--- config.mk ---
export PLATFORM = sky130hd
export DESIGN_NAME = card_job_arbiter
export DESIGN_NICKNAME = d
export VERILOG_FILES = /design/src/rtl/card_job_arbiter.sv
export SDC_FILE = /design/constraint.sdc
export NUM_CORES = 1
export LEC_CHECK = 0
export ABC_AREA = 0
export BUFFER_PORTS_ARGS = -buffer_cell sky130_fd_sc_hd__clkbuf_2
export CORE_MARGIN = 8
export CORE_UTILIZATION = 57
export CTS_BUF_LIST = sky130_fd_sc_hd__clkbuf_4 sky130_fd_sc_hd__clkbuf_8
export DETAILED_ROUTE_END_ITERATION = 8
export GPL_TIMING_DRIVEN = 0
export PLACE_DENSITY = 0.78
export SLEW_MARGIN = 0
export SYNTH_ARGS = -nofsm -noshare
export SYNTH_HDL_FRONTEND = slang
export SYNTH_SLANG_ARGS = --single-unit
--- constraint.sdc ---
create_clock -name clk -period 4.24 [get_ports clk]
set_clock_uncertainty 0.05 [all_clocks]
set_input_delay 0.636 -clock clk [delete_from_list [all_inputs] [get_ports clk]]
set_output_delay 0.636 -clock clk [all_outputs]
set_load 0.02 [all_outputs]
--- src/rtl/card_job_arbiter.sv ---
// Round-robin owner of one shared matrix card: grants, issues a 1-cycle start, watches rdy with two watchdogs.
// Ack/start 1 cycle after the grant edge, done 1 cycle after rdy returns; requests wait (held level) while busy or card not ready.
module card_job_arbiter #(
  parameter int NREQ     = 4,
  parameter int IDX_W    = $clog2(NREQ),
  parameter int TMO_W    = 20,
  parameter int BUSY_TMO = 15
) (
  input  logic             clk,
  input  logic             resetn,
  input  logic [NREQ-1:0]  req_in,
  input  logic             card_rdy_in,
  output logic [NREQ-1:0]  ack_out,
  output logic [NREQ-1:0]  done_out,
  output logic             err_out,
  output logic             card_start_out,
  output logic             busy_out,
  output logic [IDX_W-1:0] grant_idx_out,
  output logic [7:0]       tmo_cnt_out
);

  typedef enum logic [1:0] {IDLE, WAIT_BUSY, WAIT_DONE, DONE} state_t;

  state_t            state_q, state_d;
  logic [TMO_W-1:0]  cnt_q, cnt_d;
  logic              err_q, err_d;
  logic [IDX_W-1:0]  grant_q, grant_d;
  logic [IDX_W-1:0]  last_q, last_d;
  logic [7:0]        tmo_q, tmo_d;
  logic [NREQ-1:0]   ack_d, done_d;
  logic              start_d, err_out_d;
  logic [IDX_W-1:0]  winner, idx;
  logic              grant_ok;
  logic              busy_expired, done_expired;

  assign grant_ok     = (|req_in) & card_rdy_in;
  assign busy_expired = (cnt_q == TMO_W'(BUSY_TMO));
  assign done_expired = &cnt_q;

  // Scan downward so the requester closest after last_q is the final (winning) assignment.
  always_comb begin
    winner = last_q;
    idx    = last_q;
    for (int i = NREQ; i >= 1; i--) begin
      idx = IDX_W'((int'(last_q) + i) % NREQ);
      if (req_in[idx]) winner = idx;
    end
  end

  always_ff @(posedge clk) begin
    if (!resetn) begin
      state_q        <= IDLE;
      cnt_q          <= '0;
      err_q          <= 1'b0;
      grant_q        <= '0;
      last_q         <= IDX_W'(NREQ - 1);
      tmo_q          <= '0;
      ack_out        <= '0;
      done_out       <= '0;
      card_start_out <= 1'b0;
      err_out        <= 1'b0;
    end else begin
      state_q        <= state_d;
      cnt_q          <= cnt_d;
      err_q          <= err_d;
      grant_q        <= grant_d;
      last_q         <= last_d;
      tmo_q          <= tmo_d;
      ack_out        <= ack_d;
      done_out       <= done_d;
      card_start_out <= start_d;
      err_out        <= err_out_d;
    end
  end

  always_comb begin
    state_d = state_q;
    case (state_q)
      IDLE:      if (grant_ok) state_d = WAIT_BUSY;
      WAIT_BUSY: begin
        if (!card_rdy_in)      state_d = WAIT_DONE;
        else if (busy_expired) state_d = DONE;
      end
      WAIT_DONE: if (card_rdy_in || done_expired) state_d = DONE;
      DONE:      state_d = IDLE;
      default:   state_d = IDLE;
    endcase
  end

  // Done pulse is registered on entry to DONE so it is visible for exactly the DONE cycle.
  always_comb begin
    cnt_d     = cnt_q;
    err_d     = err_q;
    grant_d   = grant_q;
    last_d    = last_q;
    tmo_d     = tmo_q;
    ack_d     = '0;
    done_d    = '0;
    start_d   = 1'b0;
    err_out_d = 1'b0;
    case (state_q)
      IDLE: begin
        if (grant_ok) begin
          grant_d = winner;
          ack_d   = NREQ'(1) << winner;
          start_d = 1'b1;
          cnt_d   = '0;
        end
      end
      WAIT_BUSY: begin
        if (!card_rdy_in) begin
          cnt_d = '0;
        end else if (busy_expired) begin
          err_d     = 1'b1;
          done_d    = NREQ'(1) << grant_q;
          err_out_d = 1'b1;
        end else begin
          cnt_d = cnt_q + 1'b1;
        end
      end
      WAIT_DONE: begin
        if (card_rdy_in) begin
          err_d  = 1'b0;
          done_d = NREQ'(1) << grant_q;
        end else if (done_expired) begin
          err_d     = 1'b1;
          done_d    = NREQ'(1) << grant_q;
          err_out_d = 1'b1;
        end else begin
          cnt_d = cnt_q + 1'b1;
        end
      end
      DONE: begin
        last_d = grant_q;
        if (err_q && (tmo_q != 8'hff)) tmo_d = tmo_q + 8'd1;
      end
      default: ;
    endcase
  end

  assign busy_out      = (state_q != IDLE);
  assign grant_idx_out = grant_q;
  assign tmo_cnt_out   = tmo_q;

endmodule
-- Yosys cells after proc, flatten, opt, wreduce, memory -nomap -nowiden
Index checks and enable logic that the tools add are counted.
- reduce and logical (&&, ||, !) cells: 15
- $add $sub $neg: 6
- shift-type cells: 2
- order comparisons: 4
- bitwise logic cells: 1
- multiplexer cells: 39
- eq/ne operators: 14
- operators by type and width (cell ; count):
    $mux W20 ; 5
    $pmux W20 S3 ; 1
    $add A20 B1 Y20 const B ; 1
    $eq A20 B4 Y1 const B ; 1
    $reduce_and A20 Y1 ; 1
    $mux W2 ; 8
    $mux W4 ; 4
    $mux W1 ; 13
    $lt A2 B3 Y1 const B ; 4
    $ne A2 B2 Y1 const B ; 6
    $ne A3 B3 Y1 const B ; 3
    $add A8 B1 Y8 const B ; 1
    $bmux W1 S2 ; 4
    $ne A8 B8 Y1 const B ; 1
    $pmux W2 S4 ; 1
    $pmux W4 S2 ; 1
    $shl A1 B2 Y4 const A ; 2
    $reduce_and A2 Y1 ; 3
    $reduce_and A3 Y1 ; 2
    $reduce_and A5 Y1 ; 1
    $add A2 B1 Y2 const B ; 2
    $add A2 B2 Y2 const B ; 2
    $eq A2 B2 Y1 const B ; 2
    $pmux W1 S2 ; 2
    other kinds (9) ; 10
- bits of input ports: 7
- register bits: 45
- word-level logic and storage cells: 91

-- Logic depth before layout (Yosys ltp)
- depth in word-level cells: 8
- depth in mapped cells: 8

-- Worst setup path after synthesis
No wires, ideal clock.
- path type: input to register
- start point: in req_in[1]
- end point: reg cnt_q[15]
- setup slack: 2.152 ns
- setup time: 0.096 ns
- arrival: 1.943 ns
- cell stages on the path: 6
- path through: o41ai_2 > a21oi_1 > o21ai_2 > dlymetal6s2s_1 > o311ai_0 > o41ai_2
- cells in the longest elaborated chain, start to end: 4
- ends and longest elaborated chain (element ; line ; RTL):
    from (decl) ; 11 ; input logic [NREQ-1:0] req_in,
    $reduce_or A4 Y1 ; 36 ; assign grant_ok = (|req_in) & card_rdy_in;
    $and A1 B1 Y1 ; 36 ;
    $ne A2 B2 Y1 (no line) ; -- ;
    $reduce_and A5 Y1 (no line) ; -- ;
    to (signal assigned) ; 64 ; cnt_q <= cnt_d;
    to (decl) ; 25 ; logic [TMO_W-1:0] cnt_q, cnt_d;
Every way passes these cells.
A chain may end at the register's enable or synchronous reset.

-- Worst setup path after layout
- start point: reg state_q[1]
- end point: reg cnt_q[19]
- cells in the longest elaborated chain, start to end: 3
- elaborated cells on any way between the ends: 10
- classes of those cells: 6 x eq/ne; 1 x mux; 3 x reduce/logical
- ends and longest elaborated chain (element ; line ; RTL):
    from (decl) ; 24 ; state_t state_q, state_d;
    from (signal assigned) ; 63 ; state_q <= state_d;
    $eq A2 B1 Y1 (tied with other cells) ; 101 ; case (state_q)
    $ne A3 B3 Y1 (no line) (tied with other cells) ; -- ;
    $reduce_and A5 Y1 (no line) ; -- ;
Several ways; a longest one is shown, not always the timed one.

==> key figures <==
Layout
  – Antenna fix cells: 0
  – Area grow syn2layout: 12.0%
  – Fin cells: 357
  – Nets: 318
  – Share of post-route cells with drive strength above 1: 20.0%
  – # fillers: 354

Global routing
  – Congestion Overflow GR: 0
  – Initial antenna violation count: 0
  – Largest net degree at the start of global routing: 17
  – First-pass GRT wire length: 9.92 mm
  – Vias in the first global route: 2108
  – Tot GR Track Use: 18.4%

Synth
  – Main flop type after synthesis: dfxtp_1
  – Yosys warnings: 0
  – Cells after synthesis: 270
  – Number of synthesized register bits: 45
  – Synthesized area per cell: 9.10 um^2
  – Post-Synthesis Cell Area: 2460 um^2
  – Largest area contributor in the netlist: dfxtp_1
  – Seq/Total Area, Yosys: 36.7%
  – Synth top area share: 36.7%
  – Async set-or-reset flop fraction in the synthesized netlist: 0%
  – Synthesized net count: 284
  – Synth cell types: 55
  – Post-synth EDFFs: 0
  – Main area contributors after synthesis: dfxtp_1, o311ai_0, o41ai_2

Drt
  – Vias: 2267
  – Drt drc: 0
  – Drt total wl: 5.88 mm
  – DR pass1 iterations: 5
  – Vias/cell: 6.35
  – DR WL/cell: 16.5 um
  – Detail Route Antenna Nets: 0
  – Iteration-0 DRC Markers: 146

Worst hold path
  – Worst hold path class: reg2reg

Timing
  – Slew @ Worst Pin: 0.709 ns
  – Final Setup Violations: 0
  – Relative slew slack: 52.1%
  – RSZ-0062 raised after global routing: no
  – Fin. Hold Viols: 0
  – Final Slew Violations: 0
  – Max Clk Rate: 0.374 GHz
  – Final period util: 63.0%
  – Fin crit period: 2.67 ns
  – TNS Setup: 0 ns

Setup path
  – WS Path Type: reg2reg
  – Critical Path AT: 2.80 ns
  – CP Max Fanout: 10
  – CP Capture Type: register
  – Crit path launch type: register
  – Worst path required time: 4.36 ns

Power
  – Leakage power: 1.10 nW
  – Power Dens Cells: 410 nW/um^2
  – Worst vdd ir: 261 uV
  – Power Total: 1.13 mW

Job
  – Max Cap Viol: 0

Clock network
  – Post-CTS Setup Bufs: 0
  – Cts repair resizes: 0
  – CTS sink count: 45
  – Max H-tree Level: 2
  – CTS max path bufs: 2
  – Clock slew at reported path FFs: 0.09 ns
  – TritonCTS clock tree: built
  – Root Driver: clkbuf_8
  – TritonCTS buffer count: 5
  – Hold buffers post-CTS: 0
  – Clk Latency, worst-skew pair: 0.31 ns

Placement
  – Post-DP HPWL: 4.20 mm
  – I/O Buffers: 27
  – GP Congestion: 0.922
  – Placed Instances: 349

Floorplan
  – I/O pins: 28
  – Die area: 6670 um^2
  – Core ar.: 4260 um^2
  – Die Height: 81.6 um
  – Row cnt: 24
  – Chip width: 81.6 um
  – Initial Util: 57.6%

Run status
  – Status: finished, final reports clean
## worst paths after layout
path / start / end / slack (ns) / cells after the start
worst max register to register: state_q[1] / cnt_q[19] / 1.57 / 8
worst min-delay path: err_q / err_q / 0.42 / 2
worst min register to register: err_q / err_q / 0.42 / 2
worst max-delay path: state_q[1] / cnt_q[19] / 1.57 / 8
## sequential cells by signal (all words and copies together) (netlist names)
name            flops
cnt_q              20
tmo_cnt_out         8
ack_out             4
done_out            4
grant_idx_out       2
last_q              2
state_q             2
card_start_out      1
err_out             1
err_q               1
## stage by stage
step / hold slack, ns / area [um^2] / util (%) / setup WS (ns)
2_1_floorplan: 0.384 / 2460 / - / 2.15
3_3_place_gp: 0.397 / 2660 / 62.3 / 1.61
3_5_place_dp: 0.409 / 2660 / 62.3 / 1.58
4_1_cts: 0.423 / 2750 / 64.5 / 1.62
5_1_grt: 0.460 / 2750 / 64.5 / 1.43
6_report: 0.417 / 2750 / 64.5 / 1.57
## metal layers
metal / GRT usage (%) / wire [um]
met1: 23.9 / 2530
met2: 29.4 / 2620
met3: 4.16 / 589
met4: 6.49 / 143
met5: 0 / 0
## logic make-up (layout without fill, tap and decap cells)
kind of cell	count (synthesis)	count (layout)	share of synthesized area, %
multiplexers	5	5	2.04
XOR/XNOR	7	7	2.50
flip-flops	45	45	36.7
AO/OA/AOI/OAI	73	73	25.2
AND/OR/NAND/NOR	111	111	25.5
buffers and inverters	22	57	4.48
adder cells (fa/ha/maj)	7	7	3.57
## worst max-delay path: stages (launching register included)
cell	delay, ns
dfxtp_1	0.41
inv_1	0.11
ha_1	0.22
and2_1	0.19
o21ai_2	0.41
clkbuf_1	0.46
a21oi_1	0.07
o311ai_0	0.47
o41ai_2	0.15
## cell usage in the layout (no fill, tap or decap), types with 4 or more instances in the layout
cell type	count
xor2_1	4
mux2i_1	5
nand2_1	18
o311ai_0	12
and3_1	8
ha_1	7
o21ai_0	15
nor4_1	5
and2_1	4
dfxtp_1	45
o41ai_2	6
clkbuf_2	27
nor2_1	24
nand4_1	9
nor3_1	8
nand3_1	9
inv_1	12
a21oi_1	11
clkbuf_8	5
clkbuf_1	6
## where the power goes
part,leakage (nW),internal [mW],switching [mW]
combinational,0.696,0.132,0.245
sequential,0.364,0.448,0.0255
clock,0.0452,0.120,0.157
## cells in the mapped netlist (4+ instances only)
| master | instances |
|---|---|
| dfxtp_1 | 45 |
| nor2_1 | 24 |
| nand2_1 | 18 |
| o21ai_0 | 15 |
| inv_1 | 12 |
| o311ai_0 | 12 |
| a21oi_1 | 11 |
| nand3_1 | 9 |
| nand4_1 | 9 |
| and3_1 | 8 |
| nor3_1 | 8 |
| ha_1 | 7 |
| clkbuf_1 | 6 |
| o41ai_2 | 6 |
| mux2i_1 | 5 |
| nor4_1 | 5 |
| and2_1 | 4 |
| xor2_1 | 4 |
## layout make-up
| cell class | instances | area (um^2) | area share (%) |
|---|---|---|---|
| repair buffers | 27 | 135 | 4.91 |
| flip-flops and latches | 45 | 901 | 32.8 |
| clock inverters | 3 | 25.0 | 0.910 |
| multi-input cells | 203 | 1450 | 52.5 |
| well taps | 52 | 65.1 | 2.37 |
| inverters | 12 | 45.0 | 1.64 |
| plain buffers | 10 | 65.1 | 2.37 |
| clock buffers | 5 | 68.8 | 2.50 |
(Power assumes the default switching activity.)
